==> src/rtl/adder_pkg.sv <==
// Shared definitions for the byte-serial adder sequencer: FSM encoding and byte width.
package adder_pkg;

  localparam int BYTE_W = 8;

  typedef enum logic [1:0] {
    IDLE = 2'd0,
    RUN  = 2'd1,
    DONE = 2'd2
  } state_t;

endpackage

==> src/rtl/multibyte_add_sequencer.sv <==
// Byte-serial multi-precision adder controller: drives an external 8-bit adder
// LSB byte first, chaining the carry, and returns the full-width sum.
module multibyte_add_sequencer
  import adder_pkg::*;
#(
  parameter int NBYTES = 4
) (
  input  logic                     clk,
  input  logic                     rst_n,
  input  logic                     in_valid,
  output logic                     in_ready,
  input  logic [8*NBYTES-1:0]      in_a,
  input  logic [8*NBYTES-1:0]      in_b,
  input  logic                     in_cin,
  output logic [7:0]               add_a,
  output logic [7:0]               add_b,
  output logic                     add_cin,
  input  logic [7:0]               add_sum,
  input  logic                     add_cout,
  output logic                     out_valid,
  input  logic                     out_ready,
  output logic [8*NBYTES-1:0]      out_sum,
  output logic                     out_cout
);

  localparam int IDX_W = $clog2(NBYTES);
  localparam logic [IDX_W-1:0] LAST_IDX = IDX_W'(NBYTES - 1);

  state_t               state;
  logic [8*NBYTES-1:0]  a_reg;
  logic [8*NBYTES-1:0]  b_reg;
  logic [8*NBYTES-1:0]  sum_reg;
  logic                 carry;
  logic [IDX_W-1:0]     idx;
  logic                 cout_reg;
  logic                 in_ready_r;
  logic                 out_valid_r;

  // Handshake flags are kept as flops alongside state so they never see in_valid/out_ready combinationally.
  always_ff @(posedge clk or negedge rst_n) begin
    if (!rst_n) begin
      state       <= IDLE;
      a_reg       <= '0;
      b_reg       <= '0;
      sum_reg     <= '0;
      carry       <= 1'b0;
      idx         <= '0;
      cout_reg    <= 1'b0;
      in_ready_r  <= 1'b1;
      out_valid_r <= 1'b0;
    end else begin
      case (state)
        IDLE: begin
          if (in_valid) begin
            a_reg      <= in_a;
            b_reg      <= in_b;
            carry      <= in_cin;
            idx        <= '0;
            in_ready_r <= 1'b0;
            state      <= RUN;
          end
        end
        RUN: begin
          sum_reg[BYTE_W*idx +: BYTE_W] <= add_sum;
          carry <= add_cout;
          if (idx == LAST_IDX) begin
            cout_reg    <= add_cout;
            out_valid_r <= 1'b1;
            state       <= DONE;
          end else begin
            idx <= idx + 1'b1;
          end
        end
        DONE: begin
          if (out_ready) begin
            out_valid_r <= 1'b0;
            in_ready_r  <= 1'b1;
            state       <= IDLE;
          end
        end
        default: begin
          out_valid_r <= 1'b0;
          in_ready_r  <= 1'b1;
          state       <= IDLE;
        end
      endcase
    end
  end

  always_comb begin
    add_a   = '0;
    add_b   = '0;
    add_cin = 1'b0;
    if (state == RUN) begin
      add_a   = a_reg[BYTE_W*idx +: BYTE_W];
      add_b   = b_reg[BYTE_W*idx +: BYTE_W];
      add_cin = carry;
    end
  end

  assign in_ready  = in_ready_r;
  assign out_valid = out_valid_r;
  assign out_sum   = sum_reg;
  assign out_cout  = cout_reg;

endmodule
==> config.mk <==
export PLATFORM = sky130hd
export DESIGN_NAME = multibyte_add_sequencer
export DESIGN_NICKNAME = d
export VERILOG_FILES = /design/src/rtl/adder_pkg.sv /design/src/rtl/multibyte_add_sequencer.sv
export SDC_FILE = /design/constraint.sdc
export NUM_CORES = 1
export LEC_CHECK = 0
export ABC_AREA = 1
export BUFFER_PORTS_ARGS = -buffer_cell sky130_fd_sc_hd__buf_2
export CAP_MARGIN = 10
export CELL_PAD_IN_SITES_DETAIL_PLACEMENT = 0
export CELL_PAD_IN_SITES_GLOBAL_PLACEMENT = 1
export CORE_MARGIN = 2
export CORE_UTILIZATION = 42
export CTS_BUF_LIST = sky130_fd_sc_hd__clkbuf_16
export CTS_CLUSTER_SIZE = 24
export DETAILED_ROUTE_END_ITERATION = 6
export PLACE_DENSITY = 0.93
export SLEW_MARGIN = 20
export SYNTH_ARGS = -nofsm -noshare
export SYNTH_HDL_FRONTEND = slang
export SYNTH_SLANG_ARGS = --single-unit
==> constraint.sdc <==
create_clock -name clk -period 5.34 [get_ports clk]
set_input_delay 0.267 -clock clk [delete_from_list [all_inputs] [get_ports clk]]
set_output_delay 0.267 -clock clk [all_outputs]
set_load 0.05 [all_outputs]
# == Word-level counts from Yosys, hierarchy flattened ==
# Index checks and enable logic that the tools add are counted.
# op_classes
add_sub_neg,2
shifts,4
n_reduce_logical,9
muxes,19
n_eq_ne,7
n_bitwise,2
# op_table
op,n
32-bit by 6-bit indexed part select with 8-bit output,2
5-bit negator with 34-bit output,1
"8-bit by 34-bit variable shift with 32-bit output, first input constant",1
8-bit by 34-bit indexed part select with 32-bit output,1
32-bit bitwise mux,1
8-bit 2-to-1 mux,2
3-bit AND reduction,4
2-bit 2-to-1 mux,5
"2-bit != test, second input constant",4
1-bit 2-to-1 mux,6
1-bit one-hot mux with 3 select lines,2
2-bit one-hot mux with 3 select lines,1
2-bit AND reduction,3
"2-bit equality test, second input constant",2
2-bit one-hot mux with 2 select lines,1
"2-bit by 1-bit adder with 2-bit output, second input constant",1
"2-bit by 1-bit equality test with 1-bit output, second input constant",1
2-bit logical NOT,1
1-bit NOT,2
1-bit one-hot mux with 2 select lines,1
2-bit nonzero test,1
# word_totals
out_inout_bits,52
wordCells,52
input_bits,78
register_bits,104

# == Depth between registers and ports, before layout ==
# Gate-level depths: netlist of the first run.
# logic_depth
ltp_word,3
depth_mapped,9

# == Least setup slack after synthesis of the first run ==
# No wires, ideal clock.
# synth_path
path_kind,register to output
startpoint,reg idx[1]
endpoint,out add_a[0]
path_buffers,2
stages_incl_launch_ff,6
required_time_ps,5073
slack_ps,3334
arrival_time_ps,1739
path_cell_list,dfrtp_1 > buf_2 > clkinv_1 > buf_2 > nand3_1 > a21oi_1
# synth_between
elab_chain_cells,2
# synth_lines
item,line_no,rtl
start: declaration,multibyte_add_sequencer.sv:34,logic [IDX_W-1:0] idx;
start signal: assignment,multibyte_add_sequencer.sv:71,idx <= idx + 1'b1;
32-bit by 6-bit indexed part select with 8-bit output,multibyte_add_sequencer.sv:95,add_a = a_reg[BYTE_W*idx +: BYTE_W];
8-bit 2-to-1 mux,multibyte_add_sequencer.sv:94,if (state == RUN) begin
end: declaration,multibyte_add_sequencer.sv:15,"output logic [7:0] add_a,"
# Every way passes these cells.

# == Final worst setup path of the first run ==
# layout_path
startpoint,reg idx[1]
endpoint,"reg sum_reg[18], in the netlist out_sum[18]"
# layout_between
elab_chain_cells,3
word_cells_on_any_way,4
cone_classes,1 x add/sub; 2 x shift; 1 x mux
# layout_lines
item,line_no,rtl
5-bit negator with 34-bit output (*),multibyte_add_sequencer.sv:64,sum_reg[BYTE_W*idx +: BYTE_W] <= add_sum;
8-bit by 34-bit indexed part select with 32-bit output or 8-bit by 34-bit variable shift with 32-bit output (tied branches),multibyte_add_sequencer.sv:64,
32-bit bitwise mux (*),multibyte_add_sequencer.sv:64,
end signal: indexed assignment,multibyte_add_sequencer.sv:64,
end: declaration,multibyte_add_sequencer.sv:32,logic [8*NBYTES-1:0] sum_reg;
# Mark *: on every way between the ends. The rest lies on a longest branch, timed or not.
# A chain may end at the register's enable or synchronous reset.

==> results.tsv, run 1 <==
stage	metric	value	unit
die	die_h	116	µm
min_path	hold_path_class	in2reg	
die	die_x	116	µm
sta	worst_pin_slew	1040	ps
die	rows	40	
synth	synthCells	626	
outcome	outcome	finished clean	
synth	ys_ff_latch	104	
sta	hold_viol	0	
synth	syn_nets	709	
drt	drcViolationCount	0	
grt	gr-usage-all-layers	19.2	%
power	power.leakage	3.38	nW
grt	grt_max_degree	84	
job	maxCapViolCount	0	
sta	fin_crit_sh	53.2	%
grt	antenna_found_initial	0	
power	p_per_area	690	mW/mm²
clock_network	cts_buffers	9	
setup_path	timing_worst_setup_path_type	reg2reg	
power	ir_drop	0.000345	V
sta	fmax	352	MHz
synth	synthTopCellsByArea	dfrtp_1 (49%), nand2_1 (16%), o21ai_2 (11%)	
drt	drtIter0Drc	297	
synth	synth-simple-area-share	24.2	%
clock_network	ctsResizeCount	0	
die	start_util	43.4	%
clock_network	clock-root-buffer	clkbuf_16	
setup_path	endpoint_kind	flop	
grt	met2_usage	29.7	%
synth	synth_compound_area_share	13.6	%
drt	ant_nets	0	
layout	final_area	0.00616	mm²
synth	synthDominantCellAreaShare	48.8	%
sta	min_period	2840	ps
setup_path	timing.critical_path.arrival	3120	ps
synth	yosys.area.top_type	dfrtp_1	
drt	vias	4319	
clock_network	post-cts-setup-buffers	0	
die	die_area	0.0135	mm²
grt	grt_pass1_wl	20100	µm
grt	grt_pass1_vias	4112	
layout	drive_gt1_share	31.1	%
sta	slew_violations	0	
place	gp_congestion	0.858	
synth	synth_area	0.00528	mm²
synth	synthMuxAreaShare	0	%
clock_network	clkTransAtPathRegs	70	ps
place	port_buffers	129	
setup_path	critPathLaunchType	flop	
layout	nets	823	
clock_network	htree_levels	3	
clock_network	cts_tree	built	
drt	drt_pre_antenna_iters	4	
die	io_pins	130	
synth	ys.flop_type	dfrtp_1	
drt	vias_per_cell	4.73	
layout	area_growth	16.6	%
synth	ys.warnings.count	0	
clock_network	insertion_delay	340	ps
setup_path	crit_path_max_fanout	20	
synth	synthAdderAreaFrac	1.18	%
grt	grt_use_met3	4.10	%
grt	top_usage_layer	met2	
clock_network	cts.sinks	104	
layout	antenna_cells	0	
synth	synth.distinct_cells	24	
power	fin_total_pwr	4.25	mW
sta	setup-tns-final	0	ps
synth	synth-edff-count	0	
sta	finClkSkew	4.11	ps
sta	rsz0062_at_grt	false	
drt	finalWirelength	12500	µm
place	hpwl	8780	µm
synth	ys_seq_area_share	49.3	%
clock_network	clk_path_buf_depth	2	
grt	use_met1	26.7	%
place	placed_cell_area	0.00586	mm²
synth	synthArstFlopShare	100	%
drt	wl_per_cell	13.6	µm
grt	globalRouteOverflowTotal	0	
synth	synth_top_family_by_area	simple AND/OR/NAND/NOR gates	
sta	slew_headroom	30.8	%
die	core_area	0.0122	mm²
synth	synth.avg_cell_area	8.44	µm²
setup_path	required	5620	ps
synth	yosys.area_share.xor_xnor	0	%
sta	setup_viol	0	
==> where the power goes <==
part / internal, mW / leakage [nW] / switching (mW) / total [mW]
logic: 0.598 / 1.92 / 1.69 / 2.28
registers: 1.15 / 1.32 / 0.164 / 1.32
clock network: 0.360 / 0.144 / 0.290 / 0.649
==> repair_timing <==
item,CTS,global route
hold buffers,1,0
setup endpoints to repair,0,0
endpoints found under the hold margin,21,0
==> layer usage <==
| metal | vias up | wire length [µm] |
|---|---|---|
| met3 | 20 | 635 |
| met4 | 0 | 257 |
| met1 | 2025 | 5680 |
| met5 | - | 0 |
| met2 | 113 | 5880 |
| li1 | 2161 | - |
==> cell usage after synthesis, drive strengths merged, types with 2 or more instances <==
cell and count:
a21oi 16, ha 5, nand3 36, nand2 244, dfrtp 103, inv 82
buf 28, nor2 29, clkbuf 2, o21ai 76
==> layout by cell type, fill, tap and decap left out <==
master,netlist,final
nand2_1,232,232
buf_2,13,128
dfrtp_1,103,103
inv_1,78,79
o21ai_2,65,65
nand3_1,35,35
nor2_1,26,26
a21oi_1,16,16
nand2_2,12,12
o21ai_0,11,11
clkbuf_16,0,9
ha_1,5,5
inv_2,3,3
nor2_4,3,3
buf_4,0,3
clkinv_1,1,2
clkinv_2,0,2
nand3_4,1,1
inv_4,1,1
nand4_1,1,1
o211ai_1,1,1
a21boi_0,1,1
bufinv_16,0,1
clkinv_4,0,1
clkinvlp_4,0,1
dlygate4sd3_1,0,1
dfstp_2,1,1
buf_6,7,1
==> area by class of cell <==
cell class,count,area [µm²]
Timing Repair Buffer,133,684
Sequential cell,104,2600
Clock buffer,9,225
Tap cell,168,210
Multi-Input combinational cell,409,2060
Clock inverter,7,63.8
Fill cell,1205,6000
Inverter,83,314
==> stage by stage <==
step / utilization, % / cells / worst slack [ps] / hold slack (ps)
floorplan: - / 626 / 3330 / -28.6
finish: 50.6 / 913 / 2500 / 124
global placement: 48.2 / 896 / 2580 / 171
CTS: 50.6 / 913 / 2510 / 115
detailed placement: 48.2 / 896 / 2550 / 172
global route: 50.6 / 913 / 2150 / 115
==> logic make-up after synthesis <==
family          after synthesis
buf+inv                     113
fa+ha+maj                     5
flops                       104
simple gates                310
compound gates               94
==> final timing paths <==
path	from	slack, ps	depth (start not counted)	to
setup / recovery	idx[1]$_DFFE_PN0P_	2500	6	out_sum[18]$_DFFE_PN0P_
hold / removal	in_b[23]	120	3	b_reg[23]$_DFFE_PN0P_
setup reg to reg	idx[1]$_DFFE_PN0P_	2500	6	out_sum[18]$_DFFE_PN0P_
hold reg to reg	out_sum[8]$_DFFE_PN0P_	470	2	out_sum[8]$_DFFE_PN0P_
max in group asynchronous	rst_n	3970	3	out_sum[15]$_DFFE_PN0P_
min in group asynchronous	rst_n	350	2	a_reg[9]$_DFFE_PN0P_
==> critical path, cell delays in order, from the launching register on <==
cell,delay (ps)
dfrtp_1,820
clkinv_1,710
ha_1,540
nand2_1,110
nor2_1,390
nand2_1,120
nand2_1,80
Note: power is estimated with default switching activity, not from simulation.
==> inputs of run 2 (changes only) <==
--- a/config.mk
+++ b/config.mk
@@ -11,11 +11,11 @@
 export CELL_PAD_IN_SITES_DETAIL_PLACEMENT = 0
 export CELL_PAD_IN_SITES_GLOBAL_PLACEMENT = 1
 export CORE_MARGIN = 2
-export CORE_UTILIZATION = 42
+export CORE_UTILIZATION = 39
 export CTS_BUF_LIST = sky130_fd_sc_hd__clkbuf_16
 export CTS_CLUSTER_SIZE = 24
 export DETAILED_ROUTE_END_ITERATION = 6
-export PLACE_DENSITY = 0.93
+export PLACE_DENSITY = 0.87
 export SLEW_MARGIN = 20
 export SYNTH_ARGS = -nofsm -noshare
 export SYNTH_HDL_FRONTEND = slang
==> constraint.sdc (replaced) <==
create_clock -name clk -period 2.74 [get_ports clk]
set_input_delay 0.137 -clock clk [delete_from_list [all_inputs] [get_ports clk]]
set_output_delay 0.137 -clock clk [all_outputs]
set_load 0.05 [all_outputs]
==> results.tsv, run 2 (same netlist as run 1, synthesis figures left out) <==
stage	metric	value	unit	change
layout	fin_cells	961		+5.3%
place	port_buffers	129		unchanged
setup_path	cp-startpoint	idx[0]$_DFFE_PN0P_		
drt	finalWirelength	12900	µm	+3.5%
layout	drive_gt1_share	30.2	%	-0.95 points
power	p_per_area	1280	mW/mm²	+85%
clock_network	cts_tree	built		
clock_network	clock-root-buffer	clkbuf_16		
place	placed_cell_area	0.00596	mm²	+1.7%
clock_network	clk_path_buf_depth	2		unchanged
layout	multiInputGateArea	0.00206	mm²	unchanged
drt	drcViolationCount	0		unchanged
drt	wl_per_cell	13.4	µm	-1.7%
clock_network	cts.sinks	104		unchanged
layout	seqCellArea	0.00260	mm²	unchanged
power	fin_total_pwr	8.40	mW	+98%
sta	hold_viol	0		unchanged
setup_path	timing_worst_setup_path_type	reg2out		
setup_path	crit_path_max_fanout	33		+65%
place	dp_slack	847	ps	-1710 ps
grt	gr-usage-all-layers	18.8	%	-0.39 points
sta	holdWs	4.39	ps	-120 ps
sta	slew_headroom	55.2	%	+24 points
min_path	worstHoldStart	in_b[5]		
drt	drt_pre_antenna_iters	4		unchanged
die	io_pins	130		unchanged
setup_path	timing.critical_path.arrival	2100	ps	-1020 ps
drt	vias_per_cell	4.61		-2.5%
place	dp.cells	911		+1.7%
layout	final.fill_count	1305		+8.3%
layout	area_growth	24.6	%	
outcome	outcome	finished clean		
drt	drtIter0Drc	225		-24%
setup_path	endpoint_kind	primary output		
sta	worst_pin_slew	672	ps	-364 ps
die	die_h	120	µm	+3.6%
setup_path	required	2600	ps	-3020 ps
grt	grt_max_degree	54		-36%
place	hpwl	9330	µm	+6.2%
sta	fin_crit_sh	81.6	%	
grt	grt_pass1_vias	4481		+9.0%
die	die_area	0.0145	mm²	+7.4%
grt	antenna_found_initial	0		unchanged
power	power.leakage	3.57	nW	+5.6%
layout	nets	863		+4.9%
grt	globalRouteOverflowTotal	0		unchanged
layout	final_area	0.00658	mm²	+6.8%
min_path	hold_path_class	in2reg		
drt	ant_nets	0		unchanged
setup_path	r2r-start	idx[0]$_DFFE_PN0P_		
clock_network	post-cts-setup-buffers	0		unchanged
clock_network	insertion_delay	350	ps	about the same
sta	fmax	447	MHz	
clock_network	cts_buffers	9		unchanged
setup_path	critPathLaunchType	flop		
die	rows	42		+5.0%
layout	most-common-layout-cells	nand2_1 (232), buf_2 (128), dfrtp_1 (103)		
grt	grt_pass1_wl	21500	µm	+7.4%
sta	finClkSkew	11.3	ps	+7.23 ps
die	die_x	120	µm	+3.6%
job	maxCapViolCount	0		unchanged
sta	fin_ws	504	ps	-2000 ps
layout	post-route-util	49.7	%	-0.95 points
place	gp_congestion	0.839		-2.3%
drt	vias	4433		+2.6%
layout	antenna_cells	0		unchanged
sta	setup_viol	0		unchanged
clock_network	htree_levels	3		unchanged
clock_network	ctsResizeCount	0		unchanged
die	core_area	0.0132	mm²	+8.9%
die	start_util	39.9	%	-3.5 points
sta	rsz0062_at_grt	false		
sta	min_period	2240	ps	
sta	setup-tns-final	0	ps	unchanged
clock_network	clkTransAtPathRegs	70	ps	about the same
sta	slew_violations	0		unchanged
layout	final_common_cell	nand2_1		
power	ir_drop	0.00106	V	+210%
## run 2: critical path: stages (launching register included)
cell,delay [ps]
dfrtp_1,350
buf_4,260
inv_2,150
buf_4,270
nand2_1,110
nand3_1,70
a21oi_1,220
buf_2,300
## run 2: path summary, 6_finish.rpt
check                      slack [ps]  depth (start not counted)                 endpoint
setup / recovery                  500                          7                 add_a[0]
hold / removal                      4                          3     b_reg[5]$_DFFE_PN0P_
setup reg to reg                  830                          7  out_sum[23]$_DFFE_PN0P_
hold reg to reg                   470                          2  out_sum[15]$_DFFE_PN0P_
max in group asynchronous        1580                          3     in_ready$_DFFE_PN1P_
min in group asynchronous         370                          2     a_reg[3]$_DFFE_PN0P_
## run 2: cell type report
cell class	instances	share of cell area, %
sequential	104	39.6
timing repair buffer	173	16.7
clock inverter	7	0.894
clock buffer	9	3.42
multi-input combinational	409	31.3
tap	176	3.35
inverter	83	4.77
## run 2: where the power goes
part | switching, mW | internal [mW] | total [mW]
logic | 3.36 | 1.27 | 4.62
registers | 0.279 | 2.25 | 2.53
clock network | 0.552 | 0.696 | 1.25
total | 4.19 | 4.21 | 8.40
## run 2: timing repair
item	in CTS	in global routing
endpoints found under the hold margin	84	0
setup endpoints to repair	0	0
hold buffers	34	0
## run 2: per-layer routing
metal	wire length [µm]	up-vias	track usage (%)
met1	5800	2073	24.7
li1	-	2237	-
met4	239	0	6.25
met3	562	20	3.16
met2	6290	103	31.7
met5	0	-	0
==> inputs of run 3 (changes only) <==
--- a/config.mk
+++ b/config.mk
@@ -5,17 +5,17 @@
 export SDC_FILE = /design/constraint.sdc
 export NUM_CORES = 1
 export LEC_CHECK = 0
-export ABC_AREA = 1
+export ABC_AREA = 0
 export BUFFER_PORTS_ARGS = -buffer_cell sky130_fd_sc_hd__buf_2
 export CAP_MARGIN = 10
 export CELL_PAD_IN_SITES_DETAIL_PLACEMENT = 0
 export CELL_PAD_IN_SITES_GLOBAL_PLACEMENT = 1
 export CORE_MARGIN = 2
-export CORE_UTILIZATION = 39
+export CORE_UTILIZATION = 38
 export CTS_BUF_LIST = sky130_fd_sc_hd__clkbuf_16
 export CTS_CLUSTER_SIZE = 24
 export DETAILED_ROUTE_END_ITERATION = 6
-export PLACE_DENSITY = 0.87
+export PLACE_DENSITY = 0.85
 export SLEW_MARGIN = 20
 export SYNTH_ARGS = -nofsm -noshare
 export SYNTH_HDL_FRONTEND = slang
==> constraint.sdc (replaced) <==
create_clock -name clk -period 1.9 [get_ports clk]
set_input_delay 0.095 -clock clk [delete_from_list [all_inputs] [get_ports clk]]
set_output_delay 0.095 -clock clk [all_outputs]
set_load 0.05 [all_outputs]
==> results.tsv, run 3 <==
stage	metric	value	unit	change
synth	synth_area	0.00476	mm²	-9.8%
layout	post-route-util	55.3	%	+5.6 points
synth	ys_seq_area_share	54.6	%	+5.4 points
die	io_pins	130		unchanged
setup_path	timing.critical_path.arrival	1740	ps	-360 ps
synth	synthCells	360		-42%
setup_path	reg2reg_to	out_sum[0]$_DFFE_PN0P_		
die	die_x	116	µm	-3.7%
setup_path	cp-startpoint	idx[1]$_DFFE_PN0P_		
clock_network	insertion_delay	350	ps	about the same
synth	ys.warnings.count	0		unchanged
setup_path	critPathLaunchType	flop		
min_path	hold_path_class	in2reg		
clock_network	clock-root-buffer	clkbuf_16		
place	dp_slack	142	ps	-706 ps
sta	slew_violations	0		unchanged
synth	synth.distinct_cells	30		+25%
drt	drtIter0Drc	241		+7.1%
clock_network	cts.sinks	104		unchanged
die	start_util	39.3	%	-0.55 points
place	hpwl	7550	µm	-19%
setup_path	endpoint_kind	primary output		
power	p_per_area	1870	mW/mm²	+47%
clock_network	htree_levels	3		unchanged
setup_path	required	1800	ps	-800 ps
drt	vias_per_cell	4.90		+6.2%
clock_network	clk_path_buf_depth	2		unchanged
grt	globalRouteOverflowTotal	0		unchanged
die	die_area	0.0135	mm²	-7.2%
synth	synth_common_cells	dfrtp_1 (103), nand2_1 (50), mux2_4 (49), mux2i_1 (32), o21ai_0 (27)		
clock_network	cts_tree	built		
drt	ant_nets	0		unchanged
layout	drive_gt1_share	42.2	%	+12 points
setup_path	r2r_cells	5		-2
sta	slew_headroom	64.7	%	+9.4 points
layout	area_growth	40.5	%	
sta	min_period	1840	ps	
place	port_buffers	129		unchanged
power	fin_total_pwr	12.5	mW	+49%
synth	synth_most_common_cell	dfrtp_1		
setup_path	crit_path_max_fanout	34		+3.0%
grt	grt_pass1_wl	18700	µm	-13%
setup_path	r2r-start	idx[1]$_DFFE_PN0P_		
setup_path	critPathCapture	add_b[3]		
sta	finClkSkew	8.57	ps	-2.78 ps
grt	gr-usage-all-layers	17.8	%	-0.97 points
drt	vias	3601		-19%
synth	yosys.area.top_type	dfrtp_1		
clock_network	clkTransAtPathRegs	70	ps	about the same
sta	hold_viol	0		unchanged
synth	synth-edff-count	0		unchanged
sta	worst_pin_slew	530	ps	-141 ps
sta	setup_viol	0		unchanged
drt	dr.max_layer_used	met4		
layout	final_common_cell	buf_2		
layout	antenna_cells	0		unchanged
die	core_area	0.0121	mm²	-8.5%
layout	nets	645		-25%
power	power.leakage	3.28	nW	-8.2%
synth	synth.avg_cell_area	13.2	µm²	+57%
drt	drt-met1-wl	4940	µm	-15%
sta	holdWs	13.5	ps	+9.10 ps
layout	final.fill_count	982		-25%
sta	fmax	544	MHz	
drt	met2_length	5940	µm	-5.6%
synth	ys.flop_type	dfrtp_1		
drt	drcViolationCount	0		unchanged
synth	synthTopCellsByArea	dfrtp_1 (54%), mux2_4 (15%), mux2i_1 (6.7%)		
power	ir_drop	0.00115	V	+9.0%
synth	syn_nets	443		-38%
synth	synthArstFlopShare	100	%	unchanged
die	rows	40		-4.8%
job	maxCapViolCount	0		unchanged
drt	wl_per_cell	16.1	µm	+20%
drt	finalWirelength	11800	µm	-8.5%
outcome	outcome	finished clean		
layout	most-common-layout-cells	buf_2 (114), dfrtp_1 (101), dlygate4sd3_1 (66)		
setup_path	r2r_slack	160	ps	-670 ps
setup_path	timing_worst_setup_path_type	reg2out		
grt	grt_pass1_vias	3819		-15%
synth	synthDominantCellAreaShare	54.1	%	+5.3 points
drt	drt_pre_antenna_iters	4		unchanged
drt	routed-wl-met3	738	µm	+31%
sta	fin_ws	62.1	ps	-442 ps
grt	grt_max_degree	66		+22%
synth	ys_ff_latch	104		unchanged
die	die_h	116	µm	-3.7%
place	gp_congestion	0.854		+1.8%
sta	rsz0062_at_grt	false		
sta	fin_crit_sh	96.7	%	
grt	antenna_found_initial	0		unchanged
clock_network	cts_buffers	9		unchanged
-- run 3: changes by cell type in the layout (fill, tap and decap cells not counted), moves of 22 or more --
cell / previous run / this run
nand3_1: 35 / 0
nor2_1: 26 / 4
inv_1: 81 / 6
mux2i_1: 0 / 32
dlygate4sd3_1: 34 / 66
nand2_1: 232 / 49
o21ai_2: 65 / 0
mux2_4: 0 / 49
-- run 3: stage by stage --
stage	setup TNS [ps]	area, µm²	std cells
finish	0	6690	735
CTS	0	6640	732
detailed placement	0	5660	650
global placement	0	5660	650
floorplan	-281	4800	360
global route	0	6690	735
-- run 3: kinds of logic after synthesis --
group | synth area share (%)
AND/OR/NAND/NOR | 7.14
flip-flops | 54.6
buffers and inverters | 3.18
multiplexers | 25.9
adder cells (fa/ha/maj) | 1.31
AO/OA/AOI/OAI | 7.77
-- run 3: worst max-delay path, stage by stage, from the launching register on --
cell and delay [ps]:
dfrtp_2 400, buf_8 310, mux2i_1 330, o22ai_1 120, buf_4 200
-- run 3: worst min-delay path by stage --
stage	start	slack, ps	cells past startpoint	to
2_1_floorplan	rst_n	-200	0	a_reg[0]$_DFFE_PN0P_
3_3_place_gp	rst_n	110	1	out_sum[16]$_DFFE_PN0P_
3_5_place_dp	rst_n	110	1	out_sum[22]$_DFFE_PN0P_
4_1_cts	add_cout	2	2	out_cout$_DFFE_PN0P_
5_1_grt	add_cout	10	2	out_cout$_DFFE_PN0P_
6_report	add_cout	10	2	out_cout$_DFFE_PN0P_
-- run 3: timing repair --
action / 4_1_cts / 5_1_grt
setup buffers: 0 / 3
pin swaps: 0 / 1
endpoints found under the hold margin: 104 / 0
resized for setup: 16 / 9
cloned: 0 / 0
hold buffers: 66 / 0
endpoints found under the setup margin: 16 / 24
-- run 3: cell type report --
type | instances | area [µm²] | area share (%)
well taps | 168 | 210 | 3.14
clock inverters | 7 | 48.8 | 0.729
clock buffers | 9 | 225 | 3.36
repair buffers | 211 | 1510 | 22.6
flip-flops and latches | 104 | 2610 | 38.9
inverters | 5 | 18.8 | 0.280
multi-input cells | 231 | 2070 | 31.0
-- run 3: layer usage --
metal | up-vias | global-route usage, %
li1 | 1681 | -
met1 | 1775 | 22.2
met2 | 129 | 30.5
met3 | 16 | 4.86
met4 | 0 | 5.40
met5 | - | 0
-- run 3: power breakdown --
group	internal (mW)	total, mW	switching [mW]	leakage [nW]
clock	0.889	1.71	0.822	0.131
sequential	3.26	3.89	0.631	1.28
combinational	2.81	6.93	4.12	1.87
